--- src/rtl/mem_port_arbiter.sv ---
//============================================================================
// mem_port_arbiter : shares a single-port memory between IF and DM requesters.
// Optional macro MEM_ARB_RR_EN selects round-robin tie-breaking.
// Rev 1.0
//============================================================================
`default_nettype none

module mem_port_arbiter #(
  parameter int ADDR_W  = 32,
  parameter int DATA_W  = 32,
  parameter int MEM_LAT = 2
) (
  input  logic              CLK,
  input  logic              Reset,
  input  logic              If_Req,
  input  logic [ADDR_W-1:0] If_Addr,
  output logic              If_Gnt,
  output logic              If_Rvalid,
  output logic [DATA_W-1:0] If_Rdata,
  input  logic              Dm_Req,
  input  logic              Dm_We,
  input  logic [ADDR_W-1:0] Dm_Addr,
  input  logic [DATA_W-1:0] Dm_Wdata,
  output logic              Dm_Gnt,
  output logic              Dm_Rvalid,
  output logic [DATA_W-1:0] Dm_Rdata,
  output logic              Mem_En,
  output logic              Mem_We,
  output logic [ADDR_W-1:0] Mem_Addr,
  output logic [DATA_W-1:0] Mem_Wdata,
  input  logic [DATA_W-1:0] Mem_Rdata,
  output logic              Busy
);

  localparam logic [1:0] c_idle   = 2'd0;
  localparam logic [1:0] c_access = 2'd1;
  localparam logic [1:0] c_resp   = 2'd2;
  localparam logic [3:0] c_lat_m1 = 4'(MEM_LAT - 1);

  logic [1:0]        r_state;
  logic [1:0]        w_state_nxt;
  logic [3:0]        r_cnt;
  logic [ADDR_W-1:0] r_addr;
  logic [DATA_W-1:0] r_wdata;
  logic              r_we;
  logic              r_owner_dm;
  logic              r_if_rvalid;
  logic              r_dm_rvalid;
  logic [DATA_W-1:0] r_if_rdata;
  logic [DATA_W-1:0] r_dm_rdata;
  logic              w_pick_dm;
  logic              w_idle;
  logic              w_grant;

`ifdef MEM_ARB_RR_EN
  logic              r_last_dm;

  // Last-granted pointer; reset to IF so the first tie goes to DM.
  always_ff @(posedge CLK) begin
    if (Reset) begin
      r_last_dm <= 1'b0;
    end else if (w_grant) begin
      r_last_dm <= Dm_Gnt;
    end
  end
`endif

  always_comb begin
    w_pick_dm = Dm_Req;
`ifdef MEM_ARB_RR_EN
    if (Dm_Req && If_Req) begin
      w_pick_dm = !r_last_dm;
    end
`endif
  end

  // State register
  always_ff @(posedge CLK) begin
    if (Reset) begin
      r_state <= c_idle;
    end else begin
      r_state <= w_state_nxt;
    end
  end

  // Next-state logic
  always_comb begin
    w_state_nxt = r_state;
    case (r_state)
      c_idle:   if (w_grant) w_state_nxt = c_access;
      c_access: if (r_cnt == 4'd0) w_state_nxt = c_resp;
      c_resp:   w_state_nxt = c_idle;
      default:  w_state_nxt = c_idle;
    endcase
  end

  // Output decode; grants are the only outputs that see the request inputs.
  always_comb begin
    w_idle    = (r_state == c_idle);
    If_Gnt    = w_idle && !Reset && If_Req && !w_pick_dm;
    Dm_Gnt    = w_idle && !Reset && Dm_Req && w_pick_dm;
    w_grant   = If_Gnt || Dm_Gnt;
    Mem_En    = (r_state == c_access);
    Mem_We    = Mem_En && r_we;
    Mem_Addr  = Mem_En ? r_addr : '0;
    Mem_Wdata = Mem_En ? r_wdata : '0;
    Busy      = !w_idle;
  end

  always_ff @(posedge CLK) begin
    if (Reset) begin
      r_cnt       <= 4'd0;
      r_addr      <= '0;
      r_wdata     <= '0;
      r_we        <= 1'b0;
      r_owner_dm  <= 1'b0;
      r_if_rvalid <= 1'b0;
      r_dm_rvalid <= 1'b0;
      r_if_rdata  <= '0;
      r_dm_rdata  <= '0;
    end else begin
      r_if_rvalid <= 1'b0;
      r_dm_rvalid <= 1'b0;
      case (r_state)
        c_idle: begin
          if (w_grant) begin
            r_owner_dm <= Dm_Gnt;
            r_addr     <= Dm_Gnt ? Dm_Addr : If_Addr;
            r_wdata    <= Dm_Gnt ? Dm_Wdata : '0;
            r_we       <= Dm_Gnt && Dm_We;
            r_cnt      <= c_lat_m1;
          end
        end
        c_access: begin
          if (r_cnt == 4'd0) begin
            // Stores leave the owner's read-data register untouched.
            if (!r_we) begin
              if (r_owner_dm) begin
                r_dm_rdata <= Mem_Rdata;
              end else begin
                r_if_rdata <= Mem_Rdata;
              end
            end
            r_dm_rvalid <= r_owner_dm;
            r_if_rvalid <= !r_owner_dm;
          end else begin
            r_cnt <= r_cnt - 4'd1;
          end
        end
        default: ;
      endcase
    end
  end

  assign If_Rvalid = r_if_rvalid;
  assign If_Rdata  = r_if_rdata;
  assign Dm_Rvalid = r_dm_rvalid;
  assign Dm_Rdata  = r_dm_rdata;

endmodule

`default_nettype wire

--- config.mk ---
export PLATFORM = sky130hd
export DESIGN_NAME = mem_port_arbiter
export DESIGN_NICKNAME = d
export VERILOG_FILES = /design/src/rtl/mem_port_arbiter.sv
export SDC_FILE = /design/constraint.sdc
export NUM_CORES = 1
export LEC_CHECK = 0
export CAP_MARGIN = 30
export CELL_PAD_IN_SITES_DETAIL_PLACEMENT = 1
export CELL_PAD_IN_SITES_GLOBAL_PLACEMENT = 1
export CORE_MARGIN = 2
export CORE_UTILIZATION = 31
export CTS_BUF_LIST = sky130_fd_sc_hd__clkbuf_8
export CTS_CLUSTER_SIZE = 25
export DETAILED_ROUTE_END_ITERATION = 6
export HOLD_SLACK_MARGIN = 0.15
export PLACE_DENSITY = 0.95
export SLEW_MARGIN = 20
export SYNTH_ARGS = -nofsm -noshare
export SYNTH_HDL_FRONTEND = slang
export SYNTH_SLANG_ARGS = --single-unit
--- constraint.sdc ---
create_clock -name CLK -period 4.4 [get_ports CLK]
set_input_delay 0.66 -clock CLK [delete_from_list [all_inputs] [get_ports CLK]]
set_output_delay 0.66 -clock CLK [all_outputs]
set_load 0.1 [all_outputs]
; After elaboration in Yosys (flattened, before gate mapping)
; Index checks and enable logic that the tools add are counted.
[totals]
wordCells = 50
reg_bits = 138
inputBits = 133
[classes]
reduce_logical = 21
n_eq_ne = 4
mux = 10
bitwise_logic = 4
n_addsub = 1
[op_table]
columns = op, count
row1 = two-way mux 32 bit, 4
row2 = two-way mux 4 bit, 2
row3 = one-hot mux 4 bit (2 select lines), 1
row4 = AND reduction 4 bit, 2
row5 = logical AND 1 bit, 7
row6 = zero test 1 bit, 4
row7 = zero test 4 bit, 1
row8 = two-way mux 2 bit, 2
row9 = inequality test 2 x 1 -> 1 bit (second input constant), 2
row10 = NOT 1 bit, 4
row11 = one-hot mux 2 bit (2 select lines), 1
row12 = AND reduction 2 bit, 2
row13 = subtractor 4 x 1 -> 4 bit (second input constant), 1
row14 = AND reduction 3 bit, 1
row15 = OR reduction 3 bit, 1
row16 = equality test 2 x 1 -> 1 bit (second input constant), 1
row17 = zero test 2 bit, 1
row18 = inequality test 2 bit (second input constant), 1
row19 = nonzero test 2 bit, 1
row20 = logical OR 1 bit, 1

; Longest topological paths before layout
; Gate-level depths: netlist (run 1).
[logic_depth]
ltp_word = 7
mapped_depth = 8
depth_no_buf = 6

; Least setup slack after synthesis (run 1)
; Ideal clock, no wire load.
[synth_path]
path_type = input -> output
start = in Reset
end = out If_Gnt
stages = 2
arrival_time_ns = 3.765
path_slack_ns = -0.025
path_cell_list = clkbuf_1 > nor4_1
[synth_between]
elab_chain_cells = 4
[synth_rtl]
columns = item, line_no
row1 = from (decl), 14  ; input logic Reset,
row2 = zero test 1 bit, 100  ; If_Gnt = w_idle && !Reset && If_Req && !w_pick_dm;
row3 = logical AND 1 bit (3 in a row), 100
row4 = to (decl), 17  ; output logic If_Gnt,
; Every way passes these cells.

; Final worst setup path (run 1)
[layout_path]
start = reg r_state[1]
end = out Mem_Wdata[14]
[layout_between]
elab_chain_cells = 2
[layout_rtl]
columns = item, line_no
row1 = from (decl), 40  ; logic [1:0] r_state;
row2 = from (signal assigned), 80  ; r_state <= c_idle;
row3 = from (signal assigned), 82  ; r_state <= w_state_nxt;
row4 = equality test 2 x 1 -> 1 bit, 103  ; Mem_En = (r_state == c_access);
row5 = two-way mux 32 bit, 106  ; Mem_Wdata = Mem_En ? r_wdata : '0;
row6 = to (decl), 30  ; output logic [DATA_W-1:0] Mem_Wdata,
; Every way passes these cells.

==> results summary, run 1 <==
The wire length of the first global-routing pass came out at 31050 µm. The overall die height is 137.4 µm. The share of final-layout standard cells stronger than drive strength 1 came out at 0.1233. The clock-pin slew of the registers on the worst-case setup and hold paths came out at 0.07 ns.

The area growth from synthesis to final layout is 54.36%. The repair_antennas step left the layout with diodes totalling 0. The count of different cell masters after synthesis is 33. In the layout the commonest cells are clkdlybuf4s50_1, nand2_1, dfxtp_1. In this run the number of H-tree levels came out at 4. Broken down by cell family, the worst path's largest delay share belongs to buffers and inverters. The largest single stage delay on the critical path is 0.54 ns. After clock tree synthesis, the flow added hold-fix buffers numbering 0. The number of port buffers came out at 267. The maximum number of pins on one net before global-route repair is 85. The final count of hold timing violations is 0. TritonCTS built the clock tree. The initial antenna violation count is 0. The number of buffers added for setup after CTS came out at 0. The count of instances resized after the clock tree is built came out at 0. The sequential share of the synthesized area came out at 0.5006. The met3 track demand over resource came out at 0.04967. The via density per instance is 4.919. The actual slew at the worst max-slew pin came out at 1.024 ns. The final routed wirelength across all metal layers came out at 20210 µm. The average size of a mapped cell is 8.022 µm². The type of the setup path with the least slack is reg -> out. Walking the worst path, the cells encountered are nand2b_1 > clkinv_1 > buf_4 > and2_1 > buf_4. The required time of the critical path came out at 3.74 ns. The number of warnings issued by yosys is 0. The post-detailed-route DRC marker count came out at 0. The post-layout worst setup margin came out at 1.197 ns. The number of nets in the final layout is 1063.

The post-route core utilization came out at 0.4908. In the global route stage, met2 resource usage came out at 0.3781. The most numerous cell type found on the critical path is buf_4. The worst-case hold slack came out at 0.4562 ns.

The latest clock arrival within the worst-skew pair came out at 0.43 ns. Summing every instance area after synthesis gives 5519 µm². For this run, global-route usage on met1 was measured as 0.2388. The number of top-level pins is 268. The root buffer cell chosen for the clock tree is clkbuf_8.

The maximum root-to-sink buffer count came out at 2. The starting utilization of the core area is 0.3180. The highest fanout seen on the critical path came out at 47. The run finished with clean final reports.

The worst-case headroom to the max-slew limit came out at 0.3150. Across every metal layer, demand over resource in global routing totals 0.2113. The leakage power came out at 3.201 nW. The worst setup path is captured at a primary output.

Across the VDD grid, the largest voltage drop is 0.1789 mV. The slowest cell on the critical path is clkinv_1. The flip-flop and latch count after synthesis is 138.

The final worst clock skew is 0.008813 ns. The number of vias after detailed routing came out at 5736. The global routing stage identified its most utilized layer as met2. The total core area came out at 17360 µm². The remaining antenna violation count came out at 0.

The HPWL after detailed placement came out at 14280 µm. The via count of the first global-routing pass is 6079. The time the final worst path needs with I/O delays and setup is 3.203 ns. The max-slew violation count is 0. The average routed wire per standard cell is 17.33 µm. The TritonCTS buffer count is 17. The total setup violations reported at the end of the flow is 0. The last weighted congestion value of the routability-driven placer is 0.8075. Summed over all failing endpoints, the final setup total negative slack is 0 ns. The number of placement rows came out at 48.

The critical path crosses 5 cells after its start point. The reported max-cap violation count is 0. The synthesized netlist cell count came out at 688. The maximum frequency from static timing analysis is 312.2 MHz. Data on the critical path arrives at its endpoint at 2.54 ns. The leading cell type in the layout, fill and taps excluded is clkdlybuf4s50_1. The violation count after the first detailed-route iteration is 265. Clock tree synthesis found a total of 138 sinks. The power density relative to cell area is 366.6 nW/µm².

The worst reg2reg path depth is 7. After global routing the overflow that remains totals 0. The count of buffering cells on the critical path with inverters included is 3. For this run, the detailed router's first-pass iteration total came to 4. The die area came out at 18890 µm².

The part of the cycle the worst path needs came out at 0.7280. The pre-CTS worst setup slack is 1.563 ns. The number of nets handed over by synthesis was 823. The type of the most critical hold path is reg -> reg. The startpoint kind of the worst setup timing path is a flop. Measured along the x axis, the die boundary spans 137.4 µm.

The number of cells traversed by the worst hold path came out at 2. Setup repair after global routing left no endpoint under its margin.
[flip-flops by register name, summed over array words and instances (netlist names)]
signal	count
r_owner_dm	1
Dm_Rvalid	1
r_state	2
Dm_Rdata	32
If_Rvalid	1
r_cnt	4
r_we	1
r_addr	32
r_wdata	32
If_Rdata	32
[final timing paths]
path	startpoint	to	slack, ns
setup / recovery	r_state[1]	Mem_Wdata[14]	1.20
hold reg to reg	Dm_Rdata[26]	Dm_Rdata[26]	0.46
setup reg to reg	r_state[1]	If_Rdata[4]	1.86
hold / removal	Dm_Rdata[26]	Dm_Rdata[26]	0.46
[metal layers]
metal	routed length (µm)	vias up	part of all wire
li1	-	2759	-
met1	8188	2758	0.41
met2	10360	180	0.51
met3	1089	39	0.054
met4	575	0	0.028
met5	0	-	0
[through the flow]
step                      cell area [µm²]  cells  total power [mW]
after floorplan                      5525    688             1.861
after global placement               8130   1134             2.105
after detailed placement             8130   1134             2.127
after CTS                            8519   1166             3.158
after global routing                 8519   1166             3.253
final                                8519   1166             3.123
[cell type report]
cell class	instances	area [µm²]
multi-input cells	489	2480
flip-flops and latches	138	2763
repair buffers	277	2587
clock inverters	13	127.6
inverters	5	18.77
fillers	2070	8837
well taps	225	281.5
clock buffers	19	261.5
[synthesized netlist by cell type]
library cell	number	area (µm²)
a211oi_1	33	247.7
a21oi_1	99	495.5
a22oi_1	33	247.7
a31oi_1	1	6.260
and2_1	66	412.9
and3_1	1	6.260
and4b_1	1	10.01
buf_1	1	3.750
buf_2	19	95.09
buf_4	5	37.54
buf_6	3	33.78
clkbuf_1	28	105.1
clkinv_1	1	3.750
dfxtp_1	138	2763
ha_1	2	25.02
inv_1	3	11.26
inv_2	1	3.750
nand2_1	164	615.6
nand2b_1	2	12.51
nand3_1	3	15.01
nand4b_1	1	8.760
nor2_1	69	259.0
nor2b_1	1	6.260
nor3_1	3	15.01
nor3_2	1	10.01
nor3b_4	1	18.77
nor4_1	1	6.260
o21a_1	1	7.510
o21ai_0	1	5.000
o21ai_1	1	5.000
or2_2	1	6.260
or3_1	2	12.51
or4_1	1	7.510
[power by group]
group	internal [mW]	switching [mW]
Clock	0.527	0.498
Sequential	1.32	0.0399
Combinational	0.243	0.497
[logic make-up (layout without fill, tap and decap cells)]
family | Yosys count | in the layout | synth area share
and+or+nand+nor | 318 | 318 | 0.2578
AOI/OAI and AO/OA | 169 | 169 | 0.1839
DFF | 138 | 138 | 0.5006
buffers and inverters | 61 | 314 | 0.05327
adders and majority gates | 2 | 2 | 0.004533
[worst min-delay path, delay by kind of cell (launching register included)]
family | cells | cell delay [ns]
AND/OR/NAND/NOR | 1 | 0.05
flip-flops | 1 | 0.31
AO/OA/AOI/OAI | 1 | 0.05
(Power assumes the default switching activity.)
==> run 2: changes to the inputs <==
CORE_UTILIZATION = 29   (was 31)
PLACE_DENSITY = 0.92   (was 0.95)
clock period = 3 ns   (was 4.4 ns; I/O delays follow)
==> run 2 against run 1 <==
Global-route usage is 0.69 points lower. Sequential cell count stayed put. Largest power group unchanged. Largest cell class is now buffers. Final cell count is 0.94% higher. Clock-buffer cell count is 1 higher.
==> results summary, run 2 (synthesis results as in run 1) <==
Including well taps, the total number of placed cells is 1145. The average routed wire per standard cell came out at 17.50 µm. The die area is 20150 µm².

The switching portion of total power is 0.3256. The worst pin sits at a relative slew slack of 0.3962. The via count of the first global-routing pass came out at 6263.

The worst setup path is of the reg -> out kind. The via density per instance came out at 4.901. The clock arrives with 0.01480 ns of skew. The time the final worst path needs with I/O delays and setup came out at 2.610 ns. The horizontal die dimension is 142.0 µm. The delay contributed by the slowest stage of the critical path came out at 0.38 ns. In this run the count of I/O pins placed on the die edge is 268. The setup slack of the most critical reg-to-reg path came out at 0.82 ns. The final count of hold timing violations came out at 0.

The max-slew violation count came out at 0. The number of cells traversed by the worst hold path is 2. The number of antenna diodes in the final layout is 0. The design internal power is 3.222 mW. The number of nets in the final layout is 1065.

The leakage power came out at 3.509 nW. The count of instances resized after the clock tree is built is 0. The number of fillers in the final layout is 2159. The cell class contributing the biggest share of worst-path delay is buffers and inverters.

Traced cell by cell, the critical path runs through nand2b_1 > clkinv_1 > buf_12 > and2_1 > buf_12. The total setup violations reported at the end of the flow came out at 0. The deepest level of the CTS H-tree is 4. The initial antenna violation count came out at 0. Once the clock tree was built, the setup fixing pass inserted 0 buffers. Static timing analysis puts the maximum clock frequency at 383.2 MHz. The flow ran to the end, and the final reports show no timing, DRC or antenna violations. The worst setup path is launched from a flop.

The switching power of the nets is 1.556 mW. The highest fanout seen on the critical path is 62. In this run, the number of DRC markers left after iteration 0 of detailed routing was 157. By instance count, the cell type seen most on the critical path is buf_12. The number of port buffers came out at 267. The endpoint identified for the worst register-to-register timing path is Dm_Rdata[21]. The share of total power in the clock network is 0.348. Setup repair after global routing left no endpoint under its margin. Of the total power, combinational logic draws 0.236. Across the run, the number of max-cap violations was 0. The arrival time at the worst endpoint is 2.16 ns. Routability-driven placement finished with a final weighted congestion of 0.7875.

The count of buffering cells on the critical path with inverters included came out at 3. The number of vias after detailed routing came out at 5768. The total core area is 18710 µm².

The HPWL after detailed placement is 14750 µm. The clock-pin slew of the registers on the worst-case setup and hold paths came out at 0.08 ns. The tree is rooted in a clkbuf_8.

After floorplanning, the core was divided into 50 placement rows. The clock sink total came out at 138. Clock tree synthesis inserted a total of 17 buffers. For the worst-skew pair, the clock arrives at the later sink with an insertion delay of 0.43 ns. The area growth from synthesis to final layout is 63.48%. For this configuration, the core starts out at a cell density of 0.2951. The path class of the tightest hold or removal check is reg -> reg.

Leaving out fill and tap cells, the most frequent cell in the layout is nand2_1. The launch instance of the worst register-to-register path is r_state[1]. The remaining antenna violation count is 0.

The power density relative to cell area came out at 529.6 nW/µm². For this design, the slowest cell found on the critical path is clkinv_1. The part of the total power dissipated in sequential elements is 0.417. The maximum number of pins on one net before global-route repair came out at 76.

The nature of the critical path endpoint is a primary output. The required time of the critical path came out at 2.55 ns. Excluding fillers, the count of instances in the completed layout stands at 1177. The actual slew at the worst max-slew pin came out at 0.9022 ns. The maximum root-to-sink buffer count came out at 2.

The wire length of the first global-routing pass came out at 32560 µm. The total track usage is 0.2044. The largest voltage drop on the vdd net is 0.2532 mV.

The share of final-layout standard cells stronger than drive strength 1 is 0.1972. The final setup TNS came out at 0 ns. The path with the worst hold slack has its endpoint at Dm_Rdata[14]. The die is 142.0 µm tall. The number of optimization iterations in the first detailed-route pass came out at 6. The remaining global-route overflow came out at 0. In the layout the commonest cells are nand2_1, dfxtp_1, clkdlybuf4s50_1. The worst min-delay path startpoint is Dm_Rdata[14]. TritonCTS built the clock tree.

The worst register-to-register path has a depth of 6. The hold-fix buffer count after cts came out at 0. Dividing the final minimum period by the clock period gives 0.8699. The final routed wirelength across all metal layers came out at 20600 µm.

The post-detailed-route DRC marker count came out at 0.
-- run 2: stage by stage --
step | cell area (µm²) | setup slack, ns | power (mW) | util | hold slack, ns
final | 9022 | 0.3904 | 4.778 | 0.4823 | 0.4557
after floorplan | 5534 | 0.08456 | 2.731 | - | 0.4571
after detailed placement | 8586 | 0.5346 | 3.162 | 0.4590 | 0.4487
after global routing | 9022 | 0.2274 | 4.993 | 0.4823 | 0.4844
after global placement | 8586 | 0.5758 | 3.131 | 0.4590 | 0.4428
after CTS | 9022 | 0.3482 | 4.836 | 0.4823 | 0.4609
-- run 2: area by class of cell --
cell class,count,area [µm²],share of cell area
Clock buffer,20,275.3,0.03051
Clock inverter,12,161.4,0.01789
Inverter,5,18.77,0.002080
Multi-Input combinational cell,489,2489,0.2758
Sequential cell,138,2763,0.3062
Tap cell,234,292.8,0.03245
Timing Repair Buffer,279,3023,0.3350
-- run 2: per-layer routing --
metal  part of all wire  track usage
met1               0.41       0.2347
met3              0.056      0.05787
met2               0.51       0.3654
met4              0.022      0.06895
met5                  0            0
-- run 2: worst max path at each step --
stage / endpoint / cells past startpoint / from / slack [ns]
2_1_floorplan: Mem_Wdata[22] / 4 / r_state[1] / 0.08
3_3_place_gp: r_addr[1] / 5 / Dm_Req / 0.58
3_5_place_dp: r_addr[1] / 5 / Dm_Req / 0.53
4_1_cts: Mem_Addr[21] / 5 / r_state[1] / 0.35
5_1_grt: Mem_Addr[30] / 5 / r_state[1] / 0.23
6_report: Mem_Wdata[0] / 5 / r_state[1] / 0.39
-- run 2: tightest hold or removal path, cell delays in order (launching register included) --
cell     delay [ns]
dfxtp_1        0.31
nand2_1        0.05
a21oi_1        0.05
-- run 2: power groups by stage --
stage | clock [mW] | combinational [mW] | sequential (mW)
finish | 1.66 | 1.13 | 1.99
floorplan | 0 | 0.496 | 2.23
detailed placement | 0 | 1.13 | 2.03
CTS | 1.71 | 1.13 | 1.99
global placement | 0 | 1.11 | 2.03
global route | 1.80 | 1.19 | 2.00
==> run 3: changes to the inputs <==
CORE_UTILIZATION = 31   (was 29)
PLACE_DENSITY = 0.95   (was 0.92)
SKIP_CTS_REPAIR_TIMING = 1   (was not set)
clock period = 3.2 ns   (was 3 ns; I/O delays follow)
==> run 3 against run 2 <==
Sequential cell count unchanged. Core utilization up 5.7 points. Total power down 6.3%. Largest power group unchanged. Clock-buffer cell count unchanged. Sequential share of layout area down 1.1 points. Clock power down 8%. Setup slack better by 0.36 ns. Largest cell class unchanged.
==> results summary, run 3 (synthesis results as in run 1) <==
The routed wire length on met2 came out at 11790 µm. The pre-CTS worst setup slack came out at 0.7950 ns. The total chip power is 4.477 mW. The time the final worst path needs with I/O delays and setup came out at 2.447 ns. The total track usage is 0.2336.

The initial antenna violation count came out at 0. The final worst clock skew is 0.01430 ns. The count of buffering cells on the critical path with inverters included came out at 1.

The maximum root-to-sink buffer count is 2. The slowest cell on the critical path is clkdlybuf4s50_1. The required time of the critical path is 2.72 ns. The die area came out at 18890 µm².

The critical path starts at Dm_Rdata[24]. The average routed wire per standard cell is 18.82 µm. Data arrives at the worst endpoint at 1.97 ns.

Headroom to the max-slew limit came out at 0.3318. The delay contributed by the slowest stage of the critical path is 1.16 ns. In this run the count of I/O pins placed on the die edge is 268. The violation count after the first detailed-route iteration came out at 243.

The number of cells traversed by the worst hold path is 2. The startpoint identified for the worst hold timing path is If_Rdata[23]. The HPWL after detailed placement came out at 15890 µm. STA classifies the critical path startpoint as a flop. The path class of the tightest hold or removal check is reg -> reg. In this run the worst path has a maximum fanout of 2. The number of antenna cells inserted came out at 0. The detailed-routing wirelength on met1 is 8079 µm. In this run the tool buffered the top-level ports with 267 buffer cells.

In this run the vertical extent of the chip is 137.4 µm. The final layout contains routed wiring with a total length of 22020 µm. After routing the design area is 9366 µm². Of the cells placed in the final design, the portion with a size suffix greater than 1 is 0.1503. The total setup violations reported at the end of the flow is 0. Leaving out fill and tap cells, the most frequent cells in the layout are clkdlybuf4s50_1, nand2_1, dfxtp_1. The number of nets in the final layout came out at 1067. For this run, the top clock speed supported by timing is 408.6 MHz. In this run the top signal layer used is met4. The starting utilization of the core area is 0.3180. Setup repair after global routing left no endpoint under its margin. In this design, the largest share of critical-path delay is due to buffers and inverters. The final count of hold timing violations was 0. The signal on the critical path passes through clkdlybuf4s50_1. Clock tree synthesis selected as its root buffer the cell clkbuf_8. Entering global routing, the biggest net connects 83 pins.

The worst-case hold slack is 0.4566 ns. The flow ran to the end, and the final reports show no timing, DRC or antenna violations. The remaining antenna violation count is 0.

Power spread over the standard cell area amounts to 478.0 nW/µm². The met3 routed wirelength came out at 1450 µm. The clock sink total is 138. The worst reg2reg path depth is 6.

The max-slew violation count came to 0. The TritonCTS clock tree is done. After detailed placement, the total cell area comes to 8944 µm².

Summed over all layers, the global routing overflow is 0. The number of placement rows is 48. The reported max-cap violation count came out at 0.

The deepest level of the CTS H-tree is 4. The via density per instance came out at 5.002. The part of the cycle the worst path needs is 0.7648. The logic depth of the worst path, buffers included is 1. Measured along the x axis, the die boundary spans 137.4 µm.

Summed over all failing endpoints, the final setup total negative slack is 0 ns. The via count of the first global-routing pass is 6333. Before antenna repair, the detailed router went through 4 iterations. The latest clock arrival within the worst-skew pair came out at 0.44 ns. The total core area came out at 17360 µm². The library cell used most frequently in the layout, excluding fill and tap cells, is clkdlybuf4s50_1. The TritonCTS buffer count came out at 17.

Routability-driven placement finished with a final weighted congestion of 0.7632. After detailed routing, the number of remaining DRC violations is 0. The leakage power is 3.477 nW. At the pin with the least slew margin, the transition time is 0.9992 ns.

The area growth from synthesis to final layout is 69.71%. The critical path is of the reg -> out type. The nature of the critical path endpoint is a primary output.

The wire length of the first global-routing pass is 33690 µm. Clock-pin slew was measured on the worst setup and hold paths at 0.09 ns. The post-layout worst setup margin is 0.7525 ns. The launch instance of the worst register-to-register path is r_state[1]. VDD sags by at most 0.3065 mV. The number of vias after detailed routing is 5852.
## run 3: changes by cell type in the layout (fill, tap and decap cells not counted), sizes merged
cell           before  now
buf               148  105
clkinv              6    8
clkdlybuf4s50     131  176
inv                 8    5
clkinvlp            0    1
## run 3: metal layers
metal,up-vias,track usage
met5,-,0
met4,0,0.1082
met3,42,0.07506
met2,199,0.4312
met1,2836,0.2381
li1,2775,-
## run 3: area by class of cell
class	instances	area, µm²
multi-input combinational	489	2480
clock buffer	20	275.3
inverter	5	18.77
sequential	138	2763
tap	225	281.5
timing repair buffer	281	3401
fill	1973	7990
clock inverter	12	147.6
## run 3: path summary, 6_finish.rpt
| path | to | slack (ns) |
|---|---|---|
| worst max-delay path | Dm_Rdata[24] | 0.75 |
| worst min-delay path | If_Rdata[23] | 0.46 |
| worst max register to register | r_addr[0] | 1.13 |
| worst min register to register | If_Rdata[23] | 0.46 |
## run 3: where the power goes
group | switching, mW | internal (mW) | leakage (nW)
clock network | 0.689 | 0.829 | 0.220
logic | 0.706 | 0.387 | 2.13
registers | 0.0543 | 1.81 | 1.12
total | 1.45 | 3.03 | 3.48
## run 3: metrics by stage
step,utilization,cells
after floorplan,-,688
after detailed placement,0.5153,1138
after global placement,0.5153,1138
after global routing,0.5396,1170
final,0.5396,1170
after CTS,0.5396,1170
## run 3: tightest hold or removal path: stages, from the launching register on
cell     delay, ns
dfxtp_1       0.31
nand2_1       0.05
a21oi_1       0.05
